$ cat config.mk
export PLATFORM = sky130hd
export DESIGN_NAME = mdclcg_word_collector_flat
export DESIGN_NICKNAME = d
export VERILOG_FILES = /design/src/rtl/mdclcg_pkg.sv /design/src/rtl/mdclcg_word_collector_if.sv /design/src/rtl/mdclcg_word_fifo.sv /design/src/rtl/mdclcg_word_collector.sv /design/src/flat_wrapper.sv
export SDC_FILE = /design/constraint.sdc
export NUM_CORES = 1
export LEC_CHECK = 0
export CAP_MARGIN = 20
export CORE_MARGIN = 8
export CORE_UTILIZATION = 59
export DETAILED_ROUTE_END_ITERATION = 10
export HOLD_SLACK_MARGIN = 0.05
export PLACE_DENSITY = 0.8
export SYNTH_ARGS = -nofsm -noshare
export SYNTH_HDL_FRONTEND = slang
export SYNTH_SLANG_ARGS = --single-unit
$ cat constraint.sdc
create_clock -name clk -period 3.3 [get_ports clk]
set_input_delay 0.33 -clock clk [delete_from_list [all_inputs] [get_ports clk]]
set_output_delay 0.33 -clock clk [all_outputs]
set_load 0.005 [all_outputs]
$ cat src/rtl/mdclcg_pkg.sv
// Shared MDCLCG definitions: collector FSM states and integration defaults.
package mdclcg_pkg;

  typedef enum logic [1:0] {
    IDLE    = 2'd0,
    WARMUP  = 2'd1,
    COLLECT = 2'd2
  } state_t;

  localparam int MDCLCG_WORD_W  = 32;
  localparam int MDCLCG_DISCARD = 16;
  localparam int MDCLCG_DEPTH   = 4;
  localparam int MDCLCG_OVF_W   = 16;

endpackage

$ cat src/rtl/mdclcg_word_collector_if.sv
// Word-stream handshake between the collector (master) and its consumer (slave).
interface mdclcg_word_collector_if
  import mdclcg_pkg::*;
#(
  parameter int WORD_W = MDCLCG_WORD_W
);

  logic [WORD_W-1:0] word_out;
  logic              word_valid;
  logic              word_ready;

  modport master (
    output word_out,
    output word_valid,
    input  word_ready
  );

  modport slave (
    input  word_out,
    input  word_valid,
    output word_ready
  );

endinterface

$ cat src/rtl/mdclcg_word_fifo.sv
// DEPTH x WORD_W synchronous FIFO; head word registered, no fall-through.
// A push while full is accepted only when a pop happens in the same cycle.
module mdclcg_word_fifo #(
  parameter  int WORD_W = 32,
  parameter  int DEPTH  = 4,
  localparam int PTR_W  = $clog2(DEPTH),
  localparam int CNT_W  = PTR_W + 1
) (
  input  logic              clk,
  input  logic              reset,
  input  logic              push_i,
  input  logic [WORD_W-1:0] push_dat_i,
  input  logic              pop_i,
  output logic [WORD_W-1:0] head_dat_o,
  output logic              full_o,
  output logic              empty_o,
  output logic [CNT_W-1:0]  count_o
);

  logic [WORD_W-1:0] mem_q [DEPTH];
  logic [PTR_W-1:0]  wr_q;
  logic [PTR_W-1:0]  rd_q;
  logic [CNT_W-1:0]  cnt_q;
  logic              do_push;
  logic              do_pop;

  assign empty_o = (cnt_q == '0);
  assign full_o  = (cnt_q == CNT_W'(DEPTH));
  assign count_o = cnt_q;

  // Pop is evaluated against the pre-push occupancy, so an empty FIFO never pops.
  assign do_pop  = pop_i && !empty_o;
  assign do_push = push_i && (!full_o || do_pop);

  always_ff @(posedge clk or posedge reset) begin
    if (reset) begin
      wr_q  <= '0;
      rd_q  <= '0;
      cnt_q <= '0;
    end else begin
      if (do_push) begin
        wr_q <= wr_q + PTR_W'(1);
      end
      if (do_pop) begin
        rd_q <= rd_q + PTR_W'(1);
      end
      if (do_push && !do_pop) begin
        cnt_q <= cnt_q + CNT_W'(1);
      end else if (do_pop && !do_push) begin
        cnt_q <= cnt_q - CNT_W'(1);
      end
    end
  end

  always_ff @(posedge clk) begin
    if (do_push) begin
      mem_q[wr_q] <= push_dat_i;
    end
  end

  assign head_dat_o = empty_o ? '0 : mem_q[rd_q];

endmodule

$ cat src/rtl/mdclcg_word_collector.sv
// Drops DISCARD warm-up bits, packs the zi stream LSB-first into WORD_W words, buffers them in a FIFO.
// Words arriving at a full FIFO with no pop are dropped and counted in a saturating counter.
module mdclcg_word_collector
  import mdclcg_pkg::*;
#(
  parameter int WORD_W  = MDCLCG_WORD_W,
  parameter int DISCARD = MDCLCG_DISCARD,
  parameter int DEPTH   = MDCLCG_DEPTH,
  parameter int OVF_W   = MDCLCG_OVF_W
) (
  input  logic                    clk,
  input  logic                    reset,
  input  logic                    enable,
  input  logic                    bit_in,
  input  logic                    bit_valid,
  mdclcg_word_collector_if.master wif,
  output logic [OVF_W-1:0]        overflow_cnt,
  output logic                    busy
);

  localparam int                IDX_W    = $clog2(WORD_W);
  localparam int                DC_W     = (DISCARD > 1) ? $clog2(DISCARD) : 1;
  localparam int                CNT_W    = $clog2(DEPTH) + 1;
  localparam logic [IDX_W-1:0]  IDX_LAST = IDX_W'(WORD_W - 1);
  localparam logic [DC_W-1:0]   DC_LAST  = DC_W'((DISCARD > 0) ? DISCARD - 1 : 0);
  localparam logic [OVF_W-1:0]  OVF_MAX  = '1;

  state_t            state_q;
  logic              busy_q;
  logic [DC_W-1:0]   disc_q;
  logic [IDX_W-1:0]  idx_q;
  logic [WORD_W-1:0] shift_q;
  logic [WORD_W-1:0] shift_d;
  logic [OVF_W-1:0]  ovf_q;

  logic              take_bit;
  logic              push;
  logic              pop;
  logic              fifo_full;
  logic              fifo_empty;
  logic [CNT_W-1:0]  fifo_cnt;
  logic [WORD_W-1:0] fifo_head;

  assign take_bit = (state_q == COLLECT) && enable && bit_valid;
  assign push     = take_bit && (idx_q == IDX_LAST);
  assign pop      = wif.word_ready && !fifo_empty;

  // The completing bit is merged combinationally so the word is pushed on the same edge.
  always_comb begin
    shift_d        = shift_q;
    shift_d[idx_q] = bit_in;
  end

  always_ff @(posedge clk or posedge reset) begin
    if (reset) begin
      state_q <= IDLE;
      busy_q  <= 1'b0;
      disc_q  <= '0;
      idx_q   <= '0;
      shift_q <= '0;
    end else begin
      case (state_q)
        IDLE: begin
          disc_q  <= '0;
          idx_q   <= '0;
          shift_q <= '0;
          if (enable) begin
            state_q <= (DISCARD > 0) ? WARMUP : COLLECT;
            busy_q  <= 1'b1;
          end
        end
        WARMUP: begin
          if (!enable) begin
            state_q <= IDLE;
            busy_q  <= 1'b0;
            disc_q  <= '0;
          end else if (bit_valid) begin
            if (disc_q == DC_LAST) begin
              state_q <= COLLECT;
              disc_q  <= '0;
            end else begin
              disc_q <= disc_q + DC_W'(1);
            end
          end
        end
        COLLECT: begin
          if (!enable) begin
            state_q <= IDLE;
            busy_q  <= 1'b0;
            idx_q   <= '0;
            shift_q <= '0;
          end else if (bit_valid) begin
            shift_q <= shift_d;
            idx_q   <= (idx_q == IDX_LAST) ? '0 : idx_q + IDX_W'(1);
          end
        end
        default: begin
          state_q <= IDLE;
          busy_q  <= 1'b0;
        end
      endcase
    end
  end

  always_ff @(posedge clk or posedge reset) begin
    if (reset) begin
      ovf_q <= '0;
    end else if (push && fifo_full && !pop && (ovf_q != OVF_MAX)) begin
      ovf_q <= ovf_q + OVF_W'(1);
    end
  end

  mdclcg_word_fifo #(
    .WORD_W (WORD_W),
    .DEPTH  (DEPTH)
  ) u_fifo (
    .clk        (clk),
    .reset      (reset),
    .push_i     (push),
    .push_dat_i (shift_d),
    .pop_i      (pop),
    .head_dat_o (fifo_head),
    .full_o     (fifo_full),
    .empty_o    (fifo_empty),
    .count_o    (fifo_cnt)
  );

  assign wif.word_out   = fifo_head;
  assign wif.word_valid = !fifo_empty;
  assign overflow_cnt   = ovf_q;
  assign busy           = busy_q;

  a_cnt_bound : assert property (@(posedge clk) disable iff (reset)
    fifo_cnt <= CNT_W'(DEPTH));
  a_full_nonempty : assert property (@(posedge clk) disable iff (reset)
    !(fifo_full && fifo_empty));

endmodule

$ cat src/flat_wrapper.sv
// flat-port wrapper written by rule: the top's interface ports become plain ports
module mdclcg_word_collector_flat import mdclcg_pkg::*;
#(
  parameter int WORD_W  = MDCLCG_WORD_W,
  parameter int DISCARD = MDCLCG_DISCARD,
  parameter int DEPTH   = MDCLCG_DEPTH,
  parameter int OVF_W   = MDCLCG_OVF_W
)
  (clk, reset, enable, bit_in, bit_valid, overflow_cnt, busy, wif_word_out, wif_word_valid, wif_word_ready);
  mdclcg_word_collector_if #(.WORD_W(WORD_W)) wif_i ();
  input  logic clk;
  input  logic reset;
  input  logic enable;
  input  logic bit_in;
  input  logic bit_valid;
  output logic [OVF_W-1:0] overflow_cnt;
  output logic busy;
  output wire logic [$bits(wif_i.word_out)-1:0] wif_word_out;
  output wire logic [$bits(wif_i.word_valid)-1:0] wif_word_valid;
  input wire logic [$bits(wif_i.word_ready)-1:0] wif_word_ready;
  assign wif_word_out = wif_i.word_out;
  assign wif_word_valid = wif_i.word_valid;
  assign wif_i.word_ready = wif_word_ready;
  mdclcg_word_collector #(.WORD_W(WORD_W), .DISCARD(DISCARD), .DEPTH(DEPTH), .OVF_W(OVF_W)) u_core (.clk(clk), .reset(reset), .enable(enable), .bit_in(bit_in), .bit_valid(bit_valid), .wif(wif_i), .overflow_cnt(overflow_cnt), .busy(busy));
endmodule
==> run summary <==
The flow ran to the end, and the final reports show no timing, DRC or antenna violations. The fraction of the mapped netlist area in compound gates is 4.599%. The maximum number of buffers from clock root to sink is 2. In this run, placement finished with an instance count of 760. The setup fix buffers added after clock tree synthesis came out at 0. The total power consumption of the routed design is 5.141 mW. The clock root buffer is sky130_fd_sc_hd__clkbuf_16. Yosys printed 0 warnings. The clock-pin slew on the worst setup and hold paths came out at 70 ps.

In this run, the combinational gates consume 8.3% of the power. The highest achievable clock rate came out at 357.6 MHz. TritonCTS built the clock tree. The count of instances resized after the clock tree is built is 0.

CTS built an H-tree with a depth of 4. Dividing the detail-routed via count by the number of cells gives 6.050. The share of total power consumed by net switching is 23.75%. At the end of the flow the core is filled with cells to 71.03%. The power density over the cells is 519.3 mW/mm2. Counting instances in the post-synthesis netlist gives the leading cell types as 128 x sky130_fd_sc_hd__edfxtp_1, 67 x sky130_fd_sc_hd__dfrtp_1, 40 x sky130_fd_sc_hd__nand2_1, 37 x sky130_fd_sc_hd__and2_1. The post-detailed-route DRC marker count came out at 0.

The die span in y is 135.8 um. The last weighted congestion value of the routability-driven placer is 0.7872. The number of search-and-repair iterations in the first detailed-routing pass came out at 7.

The required time of the worst setup path is 2970 ps. By startpoint and endpoint, the worst setup path is classified as flop to output pin. The sequential share of power is 51.4%. The number of non-filler instances in the completed layout is 793. The number of global-route vias before repair was 5107.

In this run the power spent charging and discharging nets is 1.221 mW. The post-detailed-route count of antenna-violating nets is 0. Measured against its own limit, the worst slew margin works out to 29.03%.

The routed length per instance is 21.00 um. The antenna diode count is 0. The number of enable-type register cells in the synthesized netlist came out at 128. The total die area is 0.01843 mm2. Entering global routing, the biggest net connects 50 pins.

The initial antenna violation count is 0. In the post-synthesis netlist, the cell with the most instances is sky130_fd_sc_hd__edfxtp_1. The total leakage power is 3.809 nW. Clock tree synthesis found a total of 195 sinks. The first global-routing pass estimated 27150 um of wire. Setup repair after global routing left no endpoint under its margin. The kind of path behind the tightest hold check is input port to asynchronous set/reset pin. Across the routed clock network, the largest skew measured is 8.360 ps. The endpoint kind of the worst setup timing path is an output pin. The DRC violation total after the first TritonRoute iteration is 328. The relative area change from synthesis to final layout is 16.99%.

The effective utilization at floorplan came out at 60.72%. The fill cell total of the finished layout came out at 909. The final route contains 4798 vias. The I/O pin count is 56.

The slew at the pin with the worst max-slew slack came out at 1061 ps. The global route total overflow came out at 0. The total of max-cap violations is 0. The peak supply drop is 0.0004070 V. The total routed wirelength is 16660 um. Setup violations remaining at the end of the flow were counted as 0. The share of synthesized cell area in and, or, nand and nor gates came out at 9.997%. STA classifies the critical path startpoint as a flop. The number of buffers inserted during clock tree synthesis came out at 17. The later pin in the worst-skew pair is clocked with a latency of 440 ps. The internal power consumption came out at 3.920 mW. The fraction of synthesized area in multiplexers is 13.29%. The number of input and output port buffers inserted came out at 55. The floorplan core area came out at 0.01393 mm2.

The area occupied by multi-input gates is 0.002755 mm2. The total nets after synthesis is 561. After synthesis, the cell types taking the most area are sky130_fd_sc_hd__edfxtp_1 45%, sky130_fd_sc_hd__dfrtp_1 20%, sky130_fd_sc_hd__mux4_2 8.5%. The part of the cycle the worst path needs came out at 84.74%. The total negative slack for setup checks is 0 ps.

Counting flops with an async set or reset pin after synthesis yields a share of 34.36%. The HPWL reported at the end of detailed placement is 10410 um. The fraction of final layout cells with drive strength greater than 1 is 21.04%. By area, the combinational part of the netlist is dominated by multiplexers. After synthesis the cells add up to 0.008461 mm2. The biggest area contributor in the post-synthesis netlist is sky130_fd_sc_hd__edfxtp_1. The part of the total power dissipated in the clock network came out at 40.3%. In this run the horizontal extent of the chip is 135.8 um. The count of standard-cell rows is 43. The fraction of the mapped netlist area in adder cells came out at 2.455%. The XOR/XNOR share of the synthesized area came out at 2.174%. The hold violation total from the final report was 0.

The most used flip-flop cell after synthesis is sky130_fd_sc_hd__edfxtp_1. Across the whole layout, storage elements account for 0.005522 mm2. For the finished layout, the period the worst path requires is 2796 ps. Synthesis produced a netlist whose cell count is 539. Yosys mapped the design onto 45 distinct sky130hd cell types.

In this run the worst path has a maximum fanout of 27. The arrival time of data at the critical path endpoint came out at 2470 ps. The sequential-to-total area share from yosys stat came out at 65.25%. The count of hold-fix buffers inserted at cts is 0.

The global router's overall resource usage came out at 19.32%. The count of pins over their slew limit is 0. The total of flip-flops plus latches after synthesis came out at 195. The post-synthesis area per instance is 15.70 um2. The synthesized design devotes to its leading area cell type 45.43% of total area. The total number of nets in the final design is 622.
## worst paths after layout
check	start	end	slack [ps]	cells past startpoint
min	reset	u_core.state_q[1]$_DFFE_PP0P_	240	2
max reg2reg	u_core.idx_q[0]$_DFFE_PP0P_	u_core.u_fifo.count_o[2]$_DFFE_PP0P_	540	11
min in group clk	u_core.disc_q[3]$_DFFE_PP0P_	u_core.disc_q[3]$_DFFE_PP0P_	500	1
max	u_core.u_fifo.rd_q[0]$_DFFE_PP0P_	wif_word_out[19]	500	4
max in group asynchronous	reset	u_core.u_fifo.rd_q[1]$_DFFE_PP0P_	2250	4
min reg2reg	u_core.disc_q[3]$_DFFE_PP0P_	u_core.disc_q[3]$_DFFE_PP0P_	500	1
## sequential cells by signal (all words and copies together) (netlist names), 3 cells and up
name and count:
u_core.u_fifo.count_o 3, u_core.idx_q 5, u_core.u_fifo.mem_q 128, u_core.overflow_cnt 16, u_core.shift_q 32, u_core.disc_q 4
## final cells by class
class / instances / share of cell area [%]
repair buffers: 76 / 7.534
flip-flops and latches: 195 / 55.78
inverters: 9 / 0.3413
clock buffers: 22 / 5.448
multi-input cells: 301 / 27.83
clock inverters: 10 / 0.7837
well taps: 180 / 2.275
## metrics by stage
step / hold WS (ps) / worst slack (ps) / cell area, um2
after CTS: 490.9 / 452.9 / 9878
after global routing: 291.1 / 315.2 / 9898
after floorplan: 445.0 / 489.1 / 8461
after detailed placement: 476.1 / 589.6 / 9261
final: 237.4 / 503.6 / 9898
after global placement: 465.9 / 640.1 / 9261
## cells in the final DEF, fill, tap and decap left out, types with 9 or more instances in the layout
cell                              count
sky130_fd_sc_hd__nand3_1             13
sky130_fd_sc_hd__ha_1                15
sky130_fd_sc_hd__and2_1              37
sky130_fd_sc_hd__a22o_1              34
sky130_fd_sc_hd__clkbuf_16           21
sky130_fd_sc_hd__o21ai_0              9
sky130_fd_sc_hd__buf_4               18
sky130_fd_sc_hd__edfxtp_1           128
sky130_fd_sc_hd__dfrtp_1             66
sky130_fd_sc_hd__xor2_1              17
sky130_fd_sc_hd__mux2_2              34
sky130_fd_sc_hd__clkdlybuf4s50_1     55
sky130_fd_sc_hd__mux4_2              32
sky130_fd_sc_hd__nand2_1             40
## cell families (layout without fill, tap and decap cells)
family	count (synthesis)	in the layout
AO/OA/AOI/OAI	50	50
adder cells (fa/ha/maj)	16	16
flip-flops	195	195
multiplexers	68	68
buffers and inverters	43	117
XOR/XNOR	21	21
AND/OR/NAND/NOR	146	146
## routing by layer
layer  track usage (%)  wire length [um]  up-vias
met2             31.29              8410      125
li1                  -                 -     2175
met5                 0                 0        -
met4             6.971               180        0
met1             24.45              7114     2481
met3             5.378               951       17
## power groups by stage
stage | Combinational [mW] | Sequential, mW | Clock (mW)
2_1_floorplan | 0.292 | 2.69 | 0
3_3_place_gp | 0.398 | 2.69 | 0
3_5_place_dp | 0.414 | 2.69 | 0
4_1_cts | 0.417 | 2.64 | 2.10
5_1_grt | 0.467 | 2.65 | 2.19
6_report | 0.425 | 2.64 | 2.07
## critical path, stage by stage (launching register included)
cell,delay (ps)
sky130_fd_sc_hd__dfrtp_2,560
sky130_fd_sc_hd__buf_12,300
sky130_fd_sc_hd__mux4_2,540
sky130_fd_sc_hd__and2_1,180
sky130_fd_sc_hd__clkdlybuf4s50_1,440
No activity file was read; power rests on OpenSTA's default activity.
